<file path="config.mk">
export PLATFORM = sky130hd
export DESIGN_NAME = config_chain_loader
export DESIGN_NICKNAME = d
export VERILOG_FILES = /design/src/rtl/config_chain_loader.sv
export SDC_FILE = /design/constraint.sdc
export NUM_CORES = 1
export LEC_CHECK = 0
export ABC_CLOCK_PERIOD_IN_PS = 4050
export CAP_MARGIN = 20
export CELL_PAD_IN_SITES_DETAIL_PLACEMENT = 2
export CELL_PAD_IN_SITES_GLOBAL_PLACEMENT = 2
export CORE_ASPECT_RATIO = 0.9
export CORE_MARGIN = 1
export CORE_UTILIZATION = 39
export DETAILED_ROUTE_END_ITERATION = 8
export PLACE_DENSITY = 0.86
export SYNTH_ARGS = -nofsm -noshare
export SYNTH_HDL_FRONTEND = slang
export SYNTH_SLANG_ARGS = --single-unit
</file>
<file path="constraint.sdc">
create_clock -name clock -period 4.05 [get_ports clock]
set_input_delay 0.81 -clock clock [delete_from_list [all_inputs] [get_ports clock]]
set_output_delay 0.81 -clock clock [all_outputs]
set_load 0.005 [all_outputs]
</file>
<file path="src/rtl/config_chain_loader.sv">
// Transmit end of the tile configuration shift chain: clears the chain, serialises
// host words into it LSB first, then recirculates it once to check a load-time CRC.
module config_chain_loader #(
  parameter int CHAIN_LENGTH = 36,
  parameter int WORD_WIDTH   = 16,
  parameter int CLEAR_CYCLES = 4
) (
  input  logic                  clock,
  input  logic                  nreset,
  input  logic                  start,
  input  logic                  abort,
  input  logic [WORD_WIDTH-1:0] word_data,
  input  logic                  word_valid,
  output logic                  word_ready,
  output logic                  config_in,
  output logic                  config_enable,
  output logic                  config_nreset,
  input  logic                  config_out,
  output logic                  busy,
  output logic                  done,
  output logic                  crc_error,
  output logic [15:0]           crc_value
);

  localparam int BCW = $clog2(CHAIN_LENGTH + 1);
  localparam int WCW = $clog2(WORD_WIDTH + 1);
  localparam int CCW = $clog2(CLEAR_CYCLES + 1);

  localparam logic [BCW-1:0] LAST_BIT  = BCW'(CHAIN_LENGTH - 1);
  localparam logic [WCW-1:0] LAST_WBIT = WCW'(WORD_WIDTH - 1);
  localparam logic [CCW-1:0] LAST_CLR  = CCW'(CLEAR_CYCLES - 1);
  localparam logic [15:0]    CRC_INIT  = 16'hFFFF;

  typedef enum logic [2:0] {
    S_IDLE,
    S_CLEAR,
    S_FETCH,
    S_SHIFT,
    S_VERIFY,
    S_DONE
  } state_t;

  state_t                state;
  logic [WORD_WIDTH-1:0] sreg;
  logic [BCW-1:0]        bit_cnt;
  logic [BCW-1:0]        ver_cnt;
  logic [WCW-1:0]        wbit_cnt;
  logic [CCW-1:0]        clr_cnt;
  logic [15:0]           load_crc;
  logic [15:0]           ver_crc;
  logic                  config_in_q;

  function automatic logic [15:0] crc16_step(input logic [15:0] crc, input logic b);
    logic fb;
    fb = crc[15] ^ b;
    return {crc[14:0], 1'b0} ^ (fb ? 16'h1021 : 16'h0000);
  endfunction

  logic [15:0]           load_crc_next;
  logic [15:0]           ver_crc_next;
  logic [WORD_WIDTH-1:0] sreg_next;

  assign load_crc_next = crc16_step(load_crc, config_in_q);
  assign ver_crc_next  = crc16_step(ver_crc, config_out);
  assign sreg_next     = sreg >> 1;

  // During VERIFY the chain is a closed ring through this block, so contents survive the pass.
  assign config_in = (state == S_VERIFY) ? config_out : config_in_q;

  // NOTE: every register here is assigned with <= so all updates take effect together
  // at the clock edge; blocking assignments would let later lines see half-updated state.
  always_ff @(posedge clock or negedge nreset) begin
    if (!nreset) begin
      state         <= S_IDLE;
      sreg          <= '0;
      bit_cnt       <= '0;
      ver_cnt       <= '0;
      wbit_cnt      <= '0;
      clr_cnt       <= '0;
      load_crc      <= '0;
      ver_crc       <= '0;
      config_in_q   <= 1'b0;
      config_enable <= 1'b0;
      config_nreset <= 1'b0;
      word_ready    <= 1'b0;
      busy          <= 1'b0;
      done          <= 1'b0;
      crc_error     <= 1'b0;
      crc_value     <= '0;
    end else if (abort) begin
      state         <= S_IDLE;
      config_in_q   <= 1'b0;
      config_enable <= 1'b0;
      config_nreset <= 1'b1;
      word_ready    <= 1'b0;
      busy          <= 1'b0;
      done          <= 1'b0;
      crc_error     <= 1'b0;
    end else begin
      case (state)
        S_IDLE, S_DONE: begin
          config_nreset <= 1'b1;
          if (start) begin
            state         <= S_CLEAR;
            config_nreset <= 1'b0;
            busy          <= 1'b1;
            done          <= 1'b0;
            crc_error     <= 1'b0;
            load_crc      <= CRC_INIT;
            bit_cnt       <= '0;
            clr_cnt       <= '0;
          end
        end

        S_CLEAR: begin
          if (clr_cnt == LAST_CLR) begin
            state         <= S_FETCH;
            config_nreset <= 1'b1;
            word_ready    <= 1'b1;
          end else begin
            clr_cnt <= clr_cnt + 1'b1;
          end
        end

        S_FETCH: begin
          if (word_valid) begin
            state         <= S_SHIFT;
            word_ready    <= 1'b0;
            sreg          <= word_data;
            config_in_q   <= word_data[0];
            config_enable <= 1'b1;
            wbit_cnt      <= '0;
          end
        end

        // The bit on config_in_q is taken by the chain on this edge.
        S_SHIFT: begin
          load_crc <= load_crc_next;
          bit_cnt  <= bit_cnt + 1'b1;
          if (bit_cnt == LAST_BIT) begin
            state       <= S_VERIFY;
            crc_value   <= load_crc_next;
            ver_crc     <= CRC_INIT;
            ver_cnt     <= '0;
            config_in_q <= 1'b0;
          end else if (wbit_cnt == LAST_WBIT) begin
            state         <= S_FETCH;
            config_enable <= 1'b0;
            config_in_q   <= 1'b0;
            word_ready    <= 1'b1;
          end else begin
            sreg        <= sreg_next;
            config_in_q <= sreg_next[0];
            wbit_cnt    <= wbit_cnt + 1'b1;
          end
        end

        S_VERIFY: begin
          ver_crc <= ver_crc_next;
          if (ver_cnt == LAST_BIT) begin
            state         <= S_DONE;
            config_enable <= 1'b0;
            busy          <= 1'b0;
            done          <= 1'b1;
            crc_error     <= (ver_crc_next != load_crc);
          end else begin
            ver_cnt <= ver_cnt + 1'b1;
          end
        end

        default: state <= S_IDLE;
      endcase
    end
  end

endmodule

</file>
==> results of run 1 <==
critical path, stage by stage, from the launching register on:
cell             delay, ns
dfrtp_1               0.80
inv_1                 0.15
nor3_1                0.60
nand2_1               0.13
nand2_1               0.08
clkdlybuf4s50_1       0.49
synthesized netlist by cell type, drive strengths merged (3+ instances only):
| cell type | instances |
|---|---|
| nand4bb | 3 |
| o21ai | 44 |
| inv | 13 |
| o211ai | 3 |
| nor2 | 45 |
| nand4 | 7 |
| clkbuf | 11 |
| mux2 | 31 |
| nand3 | 11 |
| a21oi | 14 |
| a31oi | 5 |
| nor2b | 4 |
| ha | 6 |
| and3 | 5 |
| mux2i | 4 |
| buf | 15 |
| xnor2 | 19 |
| o311ai | 3 |
| a21boi | 3 |
| nand2 | 97 |
| a22o | 3 |
| dfrtp | 93 |
| xor2 | 6 |
| nor3 | 9 |
| o31ai | 5 |
worst min path at each step:
stage	from	end	slack [ns]	cells past startpoint
after floorplan	ver_cnt[5]	ver_cnt[5]	0.46	1
after global placement	crc_value[14]	crc_value[14]	0.46	2
after detailed placement	crc_value[10]	crc_value[10]	0.47	2
after CTS	nreset	ver_cnt[2]	0.39	1
after global routing	nreset	ver_cnt[0]	0.40	1
final	nreset	ver_cnt[0]	0.38	1
metrics by stage:
stage	instance area [um^2]	power [mW]	hold WS [ns]	worst slack, ns	instances
after floorplan	4647	1.977	0.4645	1.856	483
final	5537	3.164	0.3770	0.6384	682
after detailed placement	5245	2.317	0.4664	1.060	666
after CTS	5537	3.204	0.3854	0.6379	682
after global placement	5245	2.233	0.4565	1.162	666
after global routing	5537	3.357	0.4006	0.5179	682
routing by layer:
layer,up-vias,share of wire [%],global-route usage [%]
met4,0,2.1,8.318
met1,1942,45,31.92
met2,67,50,41.93
met5,-,0,0
li1,1737,-,-
met3,21,2.7,4.198
cells by family after synthesis:
family / synth area share (%)
AND/OR/NAND/NOR: 19.22
flip-flops: 50.08
AO/OA/AOI/OAI: 12.14
buffers and inverters: 3.850
multiplexers: 8.374
XOR/XNOR: 4.712
adder cells (fa/ha/maj): 1.615
cell type report:
cell class	instances	area [um^2]
Fill cell	1202	5991
Sequential cell	93	2327
Multi-Input combinational cell	351	2156
Timing Repair Buffer	53	518.0
Clock buffer	9	225.2
Tap cell	156	195.2
Clock inverter	7	66.31
Inverter	13	48.80
where the power goes:
part	switching (mW)	internal, mW
clock	0.371	0.475
combinational	0.468	0.419
sequential	0.277	1.16
total	1.12	2.05
sequential cells by signal (all words and copies together), names as in the netlist:
register and flops:
word_ready 1, state 3, sreg 15, config_enable 1
busy 1, config_in_q 1, done 1, wbit_cnt 5
bit_cnt 6, load_crc 16, crc_value 16, ver_cnt 6
config_nreset 1, crc_error 1, clr_cnt 3, ver_crc 16
==> results.sh, run 1 <==
export IMPL_status="finished clean"
export IMPL_slew_headroom_pct=47.44
export IMPL_grt_pass1_wl_um=22910
export IMPL_cts_htree_levels=3
export IMPL_start_util_pct=40.31
export IMPL_antenna_found_initial=0
export IMPL_skew_ns=0.005476
export IMPL_drv_slew=0
export IMPL_syn_area_mm2=0.004647
export IMPL_final_cell_mix="97 x nand2_1, 93 x dfrtp_1, 45 x nor2_1, 43 x clkdlybuf4s50_1, 41 x o21ai_0"
export IMPL_die_y_um=105.6
export IMPL_die_area_mm2=0.01236
export IMPL_dr_pass1_iters=4
export IMPL_gp_congestion=0.7866
export IMPL_grt_pass1_vias=4234
export IMPL_hold_buffers=0
export IMPL_coreArea_mm2=0.01153
export IMPL_cts_setup_buffers=0
export IMPL_rr_worst_depth=4
export IMPL_fin_nets=549
export IMPL_r2r_setup_slack_ns=1.52
export IMPL_worst_path_max_fanout=22
export IMPL_vias_per_cell=5.523
export IMPL_row_count=37
export IMPL_area_growth_pct=19.14
export IMPL_place_hpwl_um=9046
export IMPL_root_buffer="clkbuf_16"
export IMPL_crit_path_end="config_in"
export IMPL_startpoint="state[2]"
export IMPL_clock_sinks=93
export IMPL_path_clk_slew_ns=0.07
export IMPL_worstSetupPathType="flip-flop to output port"
export IMPL_synth_edff_count=0
export IMPL_worstMarginPinSlew_ns=0.7885
export IMPL_cts_tree="yes"
export IMPL_drc=0
export IMPL_post_cts_resized=0
export IMPL_min_period_over_period_pct=84.24
export IMPL_synth_top_area_cell="dfrtp_1"
export IMPL_synthTopCellsByArea="dfrtp_1 50%, nand2_1 7.8%, mux2_2 7.5%"
export IMPL_yosys_most_used_dff="dfrtp_1"
export IMPL_timing_fmax_mhz=293.1
export IMPL_cts_buffers=9
export IMPL_grt_max_degree=38
export IMPL_utilization_pct=48.03
export IMPL_clk_path_buf_depth=2
export IMPL_ys_seq_elements=93
export IMPL_gr_total_overflow=0
export IMPL_syn_avg_cell_area_um2=9.621
export IMPL_yosys_warnings=0
export IMPL_cellPowerDensity_mw_per_mm2=571.5
export IMPL_diodes=0
export IMPL_arrival_ns=2.60
export IMPL_syn_nets=511
export IMPL_drive_gt1_share_pct=12.36
export IMPL_synth_top_area_share_pct=50.08
export IMPL_grtUsageTotal_pct=24.80
export IMPL_synthCells=483
export IMPL_ant_nets=0
export IMPL_first_iter_violations=109
export IMPL_synth_distinct_cells=52
export IMPL_crit_path_end_kind="output port"
export IMPL_io_pins=45
export IMPL_synth_async_reset_ratio_pct=100.0
export IMPL_io_buffer_count=44
export IMPL_vias=3767
export IMPL_r2r_start="state[1]"
export IMPL_routedWlPerCell_um=20.00
export IMPL_crit_required_ns=3.24
export IMPL_routed_wl_um=13640
export IMPL_mostFrequentLayoutCell="nand2_1"
export IMPL_die_width_um=117.1
export IMPL_grt_setup_unrepaired="no"
export IMPL_hold_class="input port to asynchronous set/reset pin"
export IMPL_ys_seq_area_share_pct=50.08
export IMPL_vdd_drop_max_v=0.0003533
export IMPL_tns_ns=0
export IMPL_period_needed_ns=3.412
export IMPL_cap_violations=0
export IMPL_finalHoldViolations=0
export IMPL_cp_start_kind="flip-flop"
export IMPL_r2r_end="sreg[7]"
export IMPL_final_setup_viol_count=0
export IMPL_p_leak_nw=2.408
export IMPL_insertion_delay_ns=0.35
Power figures use the tool's default switching activity.
==> inputs of run 2 (changes only) <==
ABC_CLOCK_PERIOD_IN_PS = 3200   (was 4050)
CORE_UTILIZATION = 36   (was 39)
PLACE_DENSITY = 0.8   (was 0.86)
clock period = 3.2 ns   (was 4.05 ns; I/O delays follow)
==> run 2 against run 1 <==
Net effect:
- register-to-register slack got worse by 0.68 ns
- wire length decreased by 2.5%
- via count decreased by 0.74%
- largest power group unchanged
- die area increased by 8.2%
==> results.sh, run 2 (synthesis results as in run 1) <==
export IMPL_p_leak_nw=2.429
export IMPL_antenna_found_initial=0
export IMPL_coreArea_mm2=0.01231
export IMPL_startpoint="state[2]"
export IMPL_clk_path_buf_depth=2
export IMPL_slew_headroom_pct=53.02
export IMPL_worstSetupPathType="flip-flop to output port"
export IMPL_cts_htree_levels=3
export IMPL_min_period_over_period_pct=91.86
export IMPL_vdd_drop_max_v=0.0004833
export IMPL_cts_buffers=9
export IMPL_ant_nets=0
export IMPL_grt_max_degree=50
export IMPL_r2r_start="wbit_cnt[0]"
export IMPL_slowest_delay_ns=0.53
export IMPL_tns_ns=0
export IMPL_timing_fmax_mhz=340.2
export IMPL_cp_start_kind="flip-flop"
export IMPL_final_cell_mix="97 x nand2_1, 93 x dfrtp_1, 45 x nor2_1, 43 x clkdlybuf4s50_1, 41 x o21ai_0"
export IMPL_final_cells=691
export IMPL_grt_setup_unrepaired="no"
export IMPL_hold_buffers=0
export IMPL_dp_cells=675
export IMPL_clock_sinks=93
export IMPL_grt_pass1_wl_um=22050
export IMPL_routedWlPerCell_um=19.24
export IMPL_p_total_mw=4.001
export IMPL_first_iter_violations=182
export IMPL_diodes=0
export IMPL_arrival_ns=2.30
export IMPL_path_clk_slew_ns=0.06
export IMPL_area_growth_pct=19.84
export IMPL_fin_nets=554
export IMPL_critical_path_most_common_cell="nand2_1"
export IMPL_finalHoldViolations=0
export IMPL_mostFrequentLayoutCell="nand2_1"
export IMPL_seq_power_share_pct=43.9
export IMPL_root_buffer="clkbuf_16"
export IMPL_vias=3739
export IMPL_worstMarginPinSlew_ns=0.7000
export IMPL_io_buffer_count=44
export IMPL_clkPwrFrac_pct=27.2
export IMPL_cts_tree="yes"
export IMPL_start_util_pct=37.74
export IMPL_nFillCells=1304
export IMPL_hold_class="input port to asynchronous set/reset pin"
export IMPL_internal_power_mw=2.632
export IMPL_vias_per_cell=5.411
export IMPL_die_y_um=109.8
export IMPL_die_area_mm2=0.01337
export IMPL_gp_congestion=0.7736
export IMPL_routed_wl_um=13300
export IMPL_worst_path_max_fanout=13
export IMPL_crit_path_end_kind="output port"
export IMPL_drc=0
export IMPL_crit_required_ns=2.56
export IMPL_post_cts_resized=0
export IMPL_final_setup_viol_count=0
export IMPL_dr_pass1_iters=4
export IMPL_die_width_um=121.8
export IMPL_netSwitchingPower_mw=1.369
export IMPL_insertion_delay_ns=0.35
export IMPL_cts_setup_buffers=0
export IMPL_grtUsageTotal_pct=22.03
export IMPL_reg_largest_list="crc_value: 16 flops, load_crc: 16 flops, ver_crc: 16 flops"
export IMPL_gr_total_overflow=0
export IMPL_period_needed_ns=2.940
export IMPL_cap_violations=0
export IMPL_worstPathCellList="buf_4 -> or3b_1 -> nand2_1 -> nand2_1 -> clkdlybuf4s50_1"
export IMPL_pwr_share_comb_pct=28.9
export IMPL_holdWs_ns=0.3088
export IMPL_row_count=38
export IMPL_drive_gt1_share_pct=12.81
export IMPL_critPathSlowestCell="dfrtp_1"
export IMPL_skew_ns=0.008080
export IMPL_status="finished clean"
export IMPL_grt_pass1_vias=4131
export IMPL_swShare_pct=34.21
export IMPL_io_pins=45
export IMPL_cellPowerDensity_mw_per_mm2=718.5
export IMPL_drv_slew=0
export IMPL_place_hpwl_um=9298
==> run 2: final timing paths <==
| kind | endpoint | slack, ns | cells past startpoint |
|---|---|---|---|
| min in group clock | crc_value[3] | 0.48 | 2 |
| hold / removal | clr_cnt[2] | 0.31 | 1 |
| max in group asynchronous | ver_cnt[3] | 2.11 | 2 |
| setup reg to reg | sreg[9] | 0.84 | 8 |
| setup / recovery | config_in | 0.26 | 5 |
| hold reg to reg | crc_value[3] | 0.48 | 2 |
==> run 2: final cells by class <==
class	count	area, um^2	share of cell area [%]
flip-flops and latches	93	2327	41.79
multi-input cells	351	2156	38.71
repair buffers	58	543.0	9.751
clock buffers	12	246.5	4.426
well taps	160	200.2	3.595
inverters	13	48.80	0.8762
clock inverters	4	47.55	0.8537
==> run 2: metrics by stage <==
step	util (%)	instance area [um^2]	setup slack, ns
floorplan	-	4647	1.006
global placement	42.84	5275	0.6623
detailed placement	42.84	5275	0.5188
CTS	45.22	5569	0.2630
global route	45.22	5569	0.1298
finish	45.22	5569	0.2604
==> run 2: worst max-delay path, delay by kind of cell, from the launching register on <==
| kind | cells | cell delay, ns |
|---|---|---|
| buf+inv | 2 | 0.71 |
| simple gates | 3 | 0.71 |
| flops | 1 | 0.53 |
==> run 2: layer usage <==
metal / global-route usage [%] / routed length [um] / vias up
met2: 37.17 / 6610 / 63
li1: - / - / 1744
met1: 28.44 / 6098 / 1918
met3: 5.446 / 441 / 14
met4: 4.938 / 147 / 0
met5: 0 / 0 / -
==> run 2: power groups by stage <==
stage	Clock, mW	Sequential, mW	Combinational (mW)
global placement	0	1.76	1.10
global route	1.16	1.81	1.29
floorplan	0	1.65	0.847
detailed placement	0	1.78	1.17
CTS	1.12	1.77	1.18
finish	1.09	1.76	1.16
==> inputs of run 3 (changes only) <==
CORE_MARGIN = not set   (was 1)
==> results of run 3 <==
The final DEF is identical to that of run 2; final timing and power are the same.
